File: src/rtl/sprite_scheduler_if.sv
// Bundle of pixel, configuration, sprite-ROM and colour-result signals for sprite_scheduler.
interface sprite_scheduler_if;
  logic        pix_valid;
  logic [9:0]  x;
  logic [9:0]  y;
  logic        frame_start;
  logic        cfg_valid;
  logic        cfg_ready;
  logic [1:0]  cfg_slot;
  logic [9:0]  cfg_px;
  logic [9:0]  cfg_py;
  logic [1:0]  cfg_img;
  logic        cfg_en;
  logic        rom_rd;
  logic [14:0] rom_addr;
  logic [23:0] rom_data;
  logic        out_valid;
  logic [7:0]  red;
  logic [7:0]  green;
  logic [7:0]  blue;
  logic        armed;

  modport master (
    output pix_valid, x, y, frame_start, cfg_valid, cfg_slot, cfg_px, cfg_py,
           cfg_img, cfg_en, rom_data,
    input  cfg_ready, rom_rd, rom_addr, out_valid, red, green, blue, armed
  );

  modport slave (
    input  pix_valid, x, y, frame_start, cfg_valid, cfg_slot, cfg_px, cfg_py,
           cfg_img, cfg_en, rom_data,
    output cfg_ready, rom_rd, rom_addr, out_valid, red, green, blue, armed
  );
endinterface

File: src/rtl/sprite_scheduler.sv
// Four-slot 70x70 sprite overlay: double-buffered slot config, lowest-slot-wins hit test,
// shared ROM fetch and colour-key transparency with a fixed 2-cycle pixel latency.
module sprite_scheduler (
  input logic              clk,
  input logic              rst,
  sprite_scheduler_if.slave bus
);
  localparam logic [10:0] IMG_DIM = 11'd70;
  localparam logic [23:0] BG      = 24'h2D7887;
  localparam logic [23:0] KEY     = 24'hFFFFFF;

  typedef struct packed {
    logic [9:0] px;
    logic [9:0] py;
    logic [1:0] img;
    logic       en;
  } slot_t;

  typedef enum logic [1:0] {IDLE, ARMED, RUN} state_t;

  state_t      state;
  slot_t       shadow [4];
  slot_t       active [4];
  logic        cfg_wr;
  logic        any_shadow_en;
  logic        hit;
  logic [1:0]  win;
  slot_t       sel;
  logic [9:0]  dx;
  logic [9:0]  dy;
  logic [14:0] addr_next;
  logic        fetch;
  logic        v1;
  logic        rd_q;
  logic [14:0] addr_q;
  logic        ov_q;
  logic [23:0] rgb_q;

  assign bus.cfg_ready = ~bus.frame_start;
  assign cfg_wr        = bus.cfg_valid & ~bus.frame_start;
  assign bus.armed     = (state == ARMED);

  always_ff @(posedge clk) begin
    if (rst) begin
      for (int unsigned i = 0; i < 4; i++) begin
        shadow[i] <= '0;
        active[i] <= '0;
      end
    end else begin
      if (cfg_wr)
        shadow[bus.cfg_slot] <= {bus.cfg_px, bus.cfg_py, bus.cfg_img, bus.cfg_en};
      if (bus.frame_start)
        for (int unsigned i = 0; i < 4; i++) active[i] <= shadow[i];
    end
  end

  always_comb begin
    any_shadow_en = 1'b0;
    for (int unsigned i = 0; i < 4; i++) any_shadow_en = any_shadow_en | shadow[i].en;
  end

  // cfg_wr and frame_start are mutually exclusive, so ARMED is left only via frame_start.
  always_ff @(posedge clk) begin
    if (rst) begin
      state <= IDLE;
    end else begin
      case (state)
        IDLE, RUN: if (cfg_wr) state <= ARMED;
        ARMED:     if (bus.frame_start) state <= any_shadow_en ? RUN : IDLE;
        default:   state <= IDLE;
      endcase
    end
  end

  // Bounds are compared in 11 bits so sprites near the right/bottom edge clip instead of wrapping.
  always_comb begin
    hit = 1'b0;
    win = '0;
    for (int unsigned i = 0; i < 4; i++) begin
      if (!hit && active[i].en &&
          {1'b0, bus.x} >= {1'b0, active[i].px} &&
          {1'b0, bus.x} <  {1'b0, active[i].px} + IMG_DIM &&
          {1'b0, bus.y} >= {1'b0, active[i].py} &&
          {1'b0, bus.y} <  {1'b0, active[i].py} + IMG_DIM) begin
        hit = 1'b1;
        win = i[1:0];
      end
    end
  end

  assign sel       = active[win];
  assign dx        = bus.x - sel.px;
  assign dy        = bus.y - sel.py;
  assign addr_next = 15'(sel.img) * 15'd4900 + 15'(dy) * 15'd70 + 15'(dx);
  assign fetch     = bus.pix_valid & hit & (state != IDLE);

  // rom_data is sampled on the edge that closes the rom_rd cycle, giving 2 cycles pixel-to-colour.
  always_ff @(posedge clk) begin
    if (rst) begin
      v1     <= 1'b0;
      rd_q   <= 1'b0;
      addr_q <= '0;
      ov_q   <= 1'b0;
      rgb_q  <= BG;
    end else begin
      v1   <= bus.pix_valid;
      rd_q <= fetch;
      if (fetch) addr_q <= addr_next;
      ov_q <= v1;
      if (v1) rgb_q <= (rd_q && bus.rom_data != KEY) ? bus.rom_data : BG;
    end
  end

  assign bus.rom_rd    = rd_q;
  assign bus.rom_addr  = addr_q;
  assign bus.out_valid = ov_q;
  assign bus.red       = rgb_q[23:16];
  assign bus.green     = rgb_q[15:8];
  assign bus.blue      = rgb_q[7:0];
endmodule

File: src/flat_wrapper.sv
// flat-port wrapper written by rule: the top's interface ports become plain ports
module sprite_scheduler_flat 
  (clk, rst, bus_pix_valid, bus_x, bus_y, bus_frame_start, bus_cfg_valid, bus_cfg_slot, bus_cfg_px, bus_cfg_py, bus_cfg_img, bus_cfg_en, bus_rom_data, bus_cfg_ready, bus_rom_rd, bus_rom_addr, bus_out_valid, bus_red, bus_green, bus_blue, bus_armed);
  sprite_scheduler_if bus_i ();
  input logic clk;
  input logic rst;
  input wire logic [$bits(bus_i.pix_valid)-1:0] bus_pix_valid;
  input wire logic [$bits(bus_i.x)-1:0] bus_x;
  input wire logic [$bits(bus_i.y)-1:0] bus_y;
  input wire logic [$bits(bus_i.frame_start)-1:0] bus_frame_start;
  input wire logic [$bits(bus_i.cfg_valid)-1:0] bus_cfg_valid;
  input wire logic [$bits(bus_i.cfg_slot)-1:0] bus_cfg_slot;
  input wire logic [$bits(bus_i.cfg_px)-1:0] bus_cfg_px;
  input wire logic [$bits(bus_i.cfg_py)-1:0] bus_cfg_py;
  input wire logic [$bits(bus_i.cfg_img)-1:0] bus_cfg_img;
  input wire logic [$bits(bus_i.cfg_en)-1:0] bus_cfg_en;
  input wire logic [$bits(bus_i.rom_data)-1:0] bus_rom_data;
  output wire logic [$bits(bus_i.cfg_ready)-1:0] bus_cfg_ready;
  output wire logic [$bits(bus_i.rom_rd)-1:0] bus_rom_rd;
  output wire logic [$bits(bus_i.rom_addr)-1:0] bus_rom_addr;
  output wire logic [$bits(bus_i.out_valid)-1:0] bus_out_valid;
  output wire logic [$bits(bus_i.red)-1:0] bus_red;
  output wire logic [$bits(bus_i.green)-1:0] bus_green;
  output wire logic [$bits(bus_i.blue)-1:0] bus_blue;
  output wire logic [$bits(bus_i.armed)-1:0] bus_armed;
  assign bus_i.pix_valid = bus_pix_valid;
  assign bus_i.x = bus_x;
  assign bus_i.y = bus_y;
  assign bus_i.frame_start = bus_frame_start;
  assign bus_i.cfg_valid = bus_cfg_valid;
  assign bus_i.cfg_slot = bus_cfg_slot;
  assign bus_i.cfg_px = bus_cfg_px;
  assign bus_i.cfg_py = bus_cfg_py;
  assign bus_i.cfg_img = bus_cfg_img;
  assign bus_i.cfg_en = bus_cfg_en;
  assign bus_i.rom_data = bus_rom_data;
  assign bus_cfg_ready = bus_i.cfg_ready;
  assign bus_rom_rd = bus_i.rom_rd;
  assign bus_rom_addr = bus_i.rom_addr;
  assign bus_out_valid = bus_i.out_valid;
  assign bus_red = bus_i.red;
  assign bus_green = bus_i.green;
  assign bus_blue = bus_i.blue;
  assign bus_armed = bus_i.armed;
  sprite_scheduler u_core (.clk(clk), .rst(rst), .bus(bus_i));
endmodule
File: config.mk
export PLATFORM = sky130hd
export DESIGN_NAME = sprite_scheduler_flat
export DESIGN_NICKNAME = d
export VERILOG_FILES = /design/src/rtl/sprite_scheduler_if.sv /design/src/rtl/sprite_scheduler.sv /design/src/flat_wrapper.sv
export SDC_FILE = /design/constraint.sdc
export NUM_CORES = 1
export LEC_CHECK = 0
export CAP_MARGIN = 20
export CELL_PAD_IN_SITES_DETAIL_PLACEMENT = 1
export CELL_PAD_IN_SITES_GLOBAL_PLACEMENT = 2
export CORE_UTILIZATION = 43
export CTS_CLUSTER_DIAMETER = 200
export CTS_CLUSTER_SIZE = 10
export DETAILED_ROUTE_END_ITERATION = 16
export GPL_TIMING_DRIVEN = 0
export PLACE_DENSITY = 0.85
export RECOVER_POWER = 50
export REMOVE_ABC_BUFFERS = 1
export SLEW_MARGIN = 20
export SYNTH_ARGS = -nofsm -noshare
export SYNTH_HDL_FRONTEND = slang
export SYNTH_SLANG_ARGS = --single-unit
File: constraint.sdc
create_clock -name clk -period 22.1 [get_ports clk]
set_input_delay 2.21 -clock clk [delete_from_list [all_inputs] [get_ports clk]]
set_output_delay 2.21 -clock clk [all_outputs]
set_load 0.02 [all_outputs]
Yosys cells after proc, flatten, opt, wreduce, memory -nomap -nowiden
Memory sizes are Yosys's and may differ from the RTL's.
Index checks and enable logic that the tools add are counted.
{ "word_totals": {"mem_bits_rw": 184, "mem_bits_ro": 0, "in_bits": 74, "latch_bits": 0, "mem_count": 2, "output_inout_bits": 43, "register_bits": 44} }
{ "op_classes": {"n_eq_ne": 5, "div_mod_pow": 0, "addsub": 12, "bitwise": 11, "reduce_logical": 28, "n_shift": 0, "magnitude_cmp": 16, "muxes": 27, "mul": 2} }
{ "mem_list": {"columns": ["name", "words", "width", "read_ports", "rd_ports_with_merged_regs", "write_ports", "line", "text"], "rows": [
  ["u_core.active", 4, 23, 5, 0, 4, "sprite_scheduler.sv:23", "slot_t active [4];"],
  ["u_core.shadow", 4, 23, 4, 0, 4, "sprite_scheduler.sv:22", "slot_t shadow [4];"]
]} }
{ "op_table": {"columns": ["cell", "count"], "rows": [
  ["23-bit 2-to-1 mux", 5],
  ["10-bit by 7-bit adder with 11-bit output, second input constant", 8],
  ["10-bit by 11-bit less-than comparator with 1-bit output", 8],
  ["10-bit greater-or-equal comparator", 8],
  ["24-bit 2-to-1 mux", 1],
  ["24-bit inequality test, second input constant", 1],
  ["23-bit OR reduction", 1],
  ["1-bit logical AND", 20],
  ["10-bit subtractor", 2],
  ["15-bit by 10-bit adder with 15-bit output", 1],
  ["15-bit adder", 1],
  ["10-bit by 6-bit multiplier with 14-bit output, second input constant", 1],
  ["1-bit 2-to-1 mux", 14],
  ["2-bit by 11-bit multiplier with 13-bit output, second input constant", 1],
  ["2-bit 2-to-1 mux", 6],
  ["1-bit bitwise OR", 7],
  ["2-bit case mux with 2 select lines", 1],
  ["1-bit AND", 3],
  ["1-bit logical NOT", 3],
  ["2-bit by 1-bit equality test with 1-bit output, second input constant", 1],
  ["2-bit equality test, second input constant", 1],
  ["2-bit logical NOT", 1],
  ["2-bit by 1-bit inequality test with 1-bit output, second input constant", 1],
  ["2-bit inequality test, second input constant", 1],
  ["other kinds (4)", 4]
]} }

Depth between registers and ports, before layout
An unclocked memory read counts as a cell.
{ "logic_depth": {"ltp_word": 33, "ltp_mapped": 48, "ltp_nobuf": 46} }

Worst setup path after synthesis
OpenSTA, ideal clock, no wires.
{ "synth_path": {"path_type": "input to register", "startpoint": "in bus_x[6]", "endpoint": "reg u_core.addr_q[14] (netlist: u_core.bus.rom_addr[14])", "setup_ns": 0.086, "t_required_ns": 22.014, "cell_stages": 39, "n_path_buf": 2, "t_arrival_ns": 9.467, "path_slack_ns": 12.547, "path_cell_list": "ha_1 a211o_1 a21oi_1 a211o_1 a21oi_1 nor4b_2 a31oi_1 nor3_4 buf_6 buf_2 a211oi_1 a21oi_1 ha_1 inv_1 fa_1 a21o_1 a21oi_1 o21ai_0 [3 not listed] ha_1 inv_1 fa_1 inv_1 ha_1 nor2b_1 o21a_1 o21ai_0 nand2b_1 a21oi_1 xnor2_1 ha_1 ha_1 or3_1 o21ai_0 a21oi_1 xnor2_1 a211oi_1"} }
{ "synth_via": {"elab_chain_len": 32} }
{ "synth_rtl": {"columns": ["element", "line", "text"], "rows": [
  ["from (decl)", "flat_wrapper.sv:8", "input wire logic [$bits(bus_i.x)-1:0] bus_x;"],
  ["10-bit greater-or-equal comparator", "sprite_scheduler.sv:81", "{1'b0, bus.x} >= {1'b0, active[i].px} &&"],
  ["1-bit logical AND", "sprite_scheduler.sv:80", "if (!hit && active[i].en &&"],
  ["1-bit logical AND", "sprite_scheduler.sv:81", null],
  ["1-bit logical AND", "sprite_scheduler.sv:82", "{1'b0, bus.x} < {1'b0, active[i].px} + IMG_DIM &&"],
  ["1-bit logical AND", "sprite_scheduler.sv:83", "{1'b0, bus.y} >= {1'b0, active[i].py} &&"],
  ["1-bit 2-to-1 mux", "sprite_scheduler.sv:80", null],
  ["1-bit logical NOT", "sprite_scheduler.sv:80", null],
  ["1-bit logical AND (2 in series)", "sprite_scheduler.sv:80", null],
  ["[15 not listed]", null, null],
  ["1-bit logical AND", "sprite_scheduler.sv:82", null],
  ["1-bit logical AND", "sprite_scheduler.sv:83", null],
  ["2-bit 2-to-1 mux", "sprite_scheduler.sv:80", null],
  ["memory 4 x 23 bit", null, null],
  ["10-bit subtractor", "sprite_scheduler.sv:93", "assign dy = bus.y - sel.py;"],
  ["10-bit by 6-bit multiplier with 14-bit output", "sprite_scheduler.sv:94", "assign addr_next = 15'(sel.img) * 15'd4900 + 15'(dy) * 15'd70 + 15'(dx);"],
  ["15-bit adder", "sprite_scheduler.sv:94", null],
  ["15-bit by 10-bit adder with 15-bit output", "sprite_scheduler.sv:94", null],
  ["to (signal assigned)", "sprite_scheduler.sv:108", "if (fetch) addr_q <= addr_next;"],
  ["to (decl)", "sprite_scheduler.sv:35", "logic [14:0] addr_q;"]
]} }
Parallel ways exist; a longest one is shown, timed or not.
A chain may end at the register's enable or synchronous reset.

Final worst setup path
{ "layout_path": {"startpoint": "in bus_x[1]", "endpoint": "reg u_core.addr_q[14] (netlist: u_core.bus.rom_addr[14])"} }
Same word-level chain as after synthesis.

==> reports/qor.csv <==
metric;value;unit
result_of_the_run;finished with violations;
failed_checks;capacitance limit, slew limit;
post-cts-setup-buffers;0;
placement_rows;69;
tns;0;ns
netlist_instances;1511;
clk_latency;0.54;ns
path_clk_slew;0.05;ns
hpwlAfterDp;32490;um
tritoncts;done;
setup-violations-final;0;
dr.first_iter.drc_count;435;
hold_viol;0;
syn-mean-instance-area;10.46;um2
drive_gt1_share;3.676;%
cap_viol_max_count;6;
synth_area;15810;um2
remaining_drc_errors;0;
cts-root-buf;sky130_fd_sc_hd__clkbuf_16;
cellLeakagePower;7.422;nW
ant_nets;0;
critical_path.slowest_cell;sky130_fd_sc_hd__clkdlybuf4s50_1;
fp.dieW;193.8;um
grt_pass1_wl;65490;um
mostFrequentLayoutCell;sky130_fd_sc_hd__ha_1;
track_usage;22.13;%
nNetsFinal;1939;
design.core.area;35910;um2
synthFlopType;sky130_fd_sc_hd__edfxtp_1;
finish.utilization;50.62;%
cpPeakStageDelay;0.74;ns
clock-skew-final;0.03606;ns
cts_resized;0;
antenna_cells;0;
avgViaCountPerCell;5.509;
clk_buf_depth;3;
fp.dieH;193.8;um
initial_antenna_violation_count;0;
cp_max_fo;26;
die_area;37540;um2
timing_worst_slew_pin_value;2.827;ns
tritoncts_num_sinks;228;
rsz_0062_raised_after_global_routing;false;
layout.cells.most_common_list;sky130_fd_sc_hd__ha_1 (228), sky130_fd_sc_hd__edfxtp_1 (184), sky130_fd_sc_hd__inv_1 (124);
multiInputGateArea;8712;um2
layout_worst_path_cycle_share;50.99;%
worst-endpoint-arrival;11.71;ns
post_synth_num_cell_types;70;
power.density;113.3;nW/um2
synth_seq_area_share;40.52;%
ir_worst_vdd;0.0001014;V
setup.worst_path.end_class;flop;
finalMaxSlewViolations;255;
max_freq;0.08875;GHz
rrSetupSlack;12.03;ns
ys_async_sr_fraction;0;%
hold_class;flop to flop;
synth-warning-count;0;
post_dp_cell_area;17540;um2
post_cts_hold_buffer_count;0;
via_count_of_the_first_global_routing_pass;12470;
path_class;primary input to flop;
start_kind;primary input;
portBuffers;116;
ys_seq_elements;228;
via_total_after_detailed_routing;11530;
globalplace.congestion;0.8488;
cts_htree_levels;1;
fin_area;18180;um2
tritoncts.num_buffers;26;
period_needed;11.27;ns
fin_hold_ws;0.4793;ns
timing.critical_path.required;22.54;ns
timing.critical_path.mode_cell;sky130_fd_sc_hd__ha_1;
timing.slew.headroom;-88.46;%
grt_max_degree;54;
route.detailed.wl_per_inst;19.68;um
area_delta_synth_final;15.00;%
post-layout-total-power;2.060;mW
nFillCells;3923;
floorplan.io_pins;117;
dr.pass1.iters;5;
synth-edff-count;184;
sequential_cell_area;6406;um2
finalWirelength;41190;um
starting_density_of_the_core;44.02;%
grt_overflow_total;0;
==> power breakdown <==
part | switching, mW | internal (mW) | total (mW)
clock network | 0.160 | 0.223 | 0.383
registers | 0.0209 | 0.492 | 0.513
logic | 0.628 | 0.536 | 1.16
total | 0.809 | 1.25 | 2.06
==> worst max-delay path: cells and delay by family <==
kind | cells | cell delay, ns
AO/OA/AOI/OAI | 17 | 3.15
XOR/XNOR | 3 | 0.57
adder cells (fa/ha/maj) | 9 | 2.98
buffers and inverters | 6 | 1.29
AND/OR/NAND/NOR | 5 | 1.45
==> routing by layer <==
metal	track usage, %	routed length [um]
met2	39.10	20070
met1	28.25	18460
met4	5.778	894
met5	0	0
met3	3.131	1762
==> through the flow <==
stage / setup WS, ns / instances
2_1_floorplan: 11.54 / 1467
3_3_place_gp: 9.261 / 2044
3_5_place_dp: 10.17 / 2055
4_1_cts: 10.72 / 2093
5_1_grt: 10.08 / 2093
6_report: 10.83 / 2093
==> final cells by class <==
class                      instances  share of cell area (%)
sequential                       228                   35.23
multi-input combinational       1112                   47.92
timing repair buffer             127                   7.047
inverter                         127                   2.629
clock buffer                      38                   3.998
tap                              461                   3.173
==> state kept, by name, indices dropped and copies added (netlist names) <==
name                  count
u_core.state              2
u_core.active            92
u_core.rgb_q             24
u_core.v1                 1
u_core.bus.out_valid      1
u_core.shadow            92
u_core.bus.rom_addr      15
u_core.bus.rom_rd         1
==> final timing paths <==
| check | from | end | cells after the start |
|---|---|---|---|
| hold reg to reg | u_core.rgb_q[21] | u_core.rgb_q[21] | 2 |
| setup / recovery | bus_x[1] | u_core.bus.rom_addr[14] | 40 |
| hold / removal | u_core.rgb_q[21] | u_core.rgb_q[21] | 2 |
| setup reg to reg | u_core.active[2][5] | u_core.bus.rom_addr[14] | 45 |
==> kinds of logic (layout without fill, tap and decap cells) <==
family,Yosys count,in the layout,share of synthesized area (%)
adder cells (fa/ha/maj),243,243,19.94
buffers and inverters,171,292,4.479
AO/OA/AOI/OAI,303,303,12.39
XOR/XNOR,96,96,5.318
AND/OR/NAND/NOR,437,437,15.25
flip-flops,228,228,40.52
multiplexers,33,33,2.105
==> cell usage after synthesis, drive strengths merged (13+ instances only) <==
library cell / instances / area share, %
a21o: 24 / 1.1
a21oi: 79 / 2.5
and2: 164 / 6.5
and3: 27 / 1.1
clkbuf: 32 / 0.76
dfxtp: 44 / 5.6
edfxtp: 184 / 35
fa: 15 / 1.9
ha: 228 / 18
inv: 127 / 3.0
mux2i: 31 / 2.0
nand2: 64 / 1.5
nand2b: 22 / 0.87
nor2: 65 / 1.5
nor2b: 25 / 0.99
nor3: 27 / 0.93
o211ai: 15 / 0.74
o21a: 13 / 0.62
o21ai: 81 / 2.6
o22ai: 13 / 0.51
xnor2: 74 / 4.1
xor2: 22 / 1.2
No activity file was read; power rests on OpenSTA's default activity.
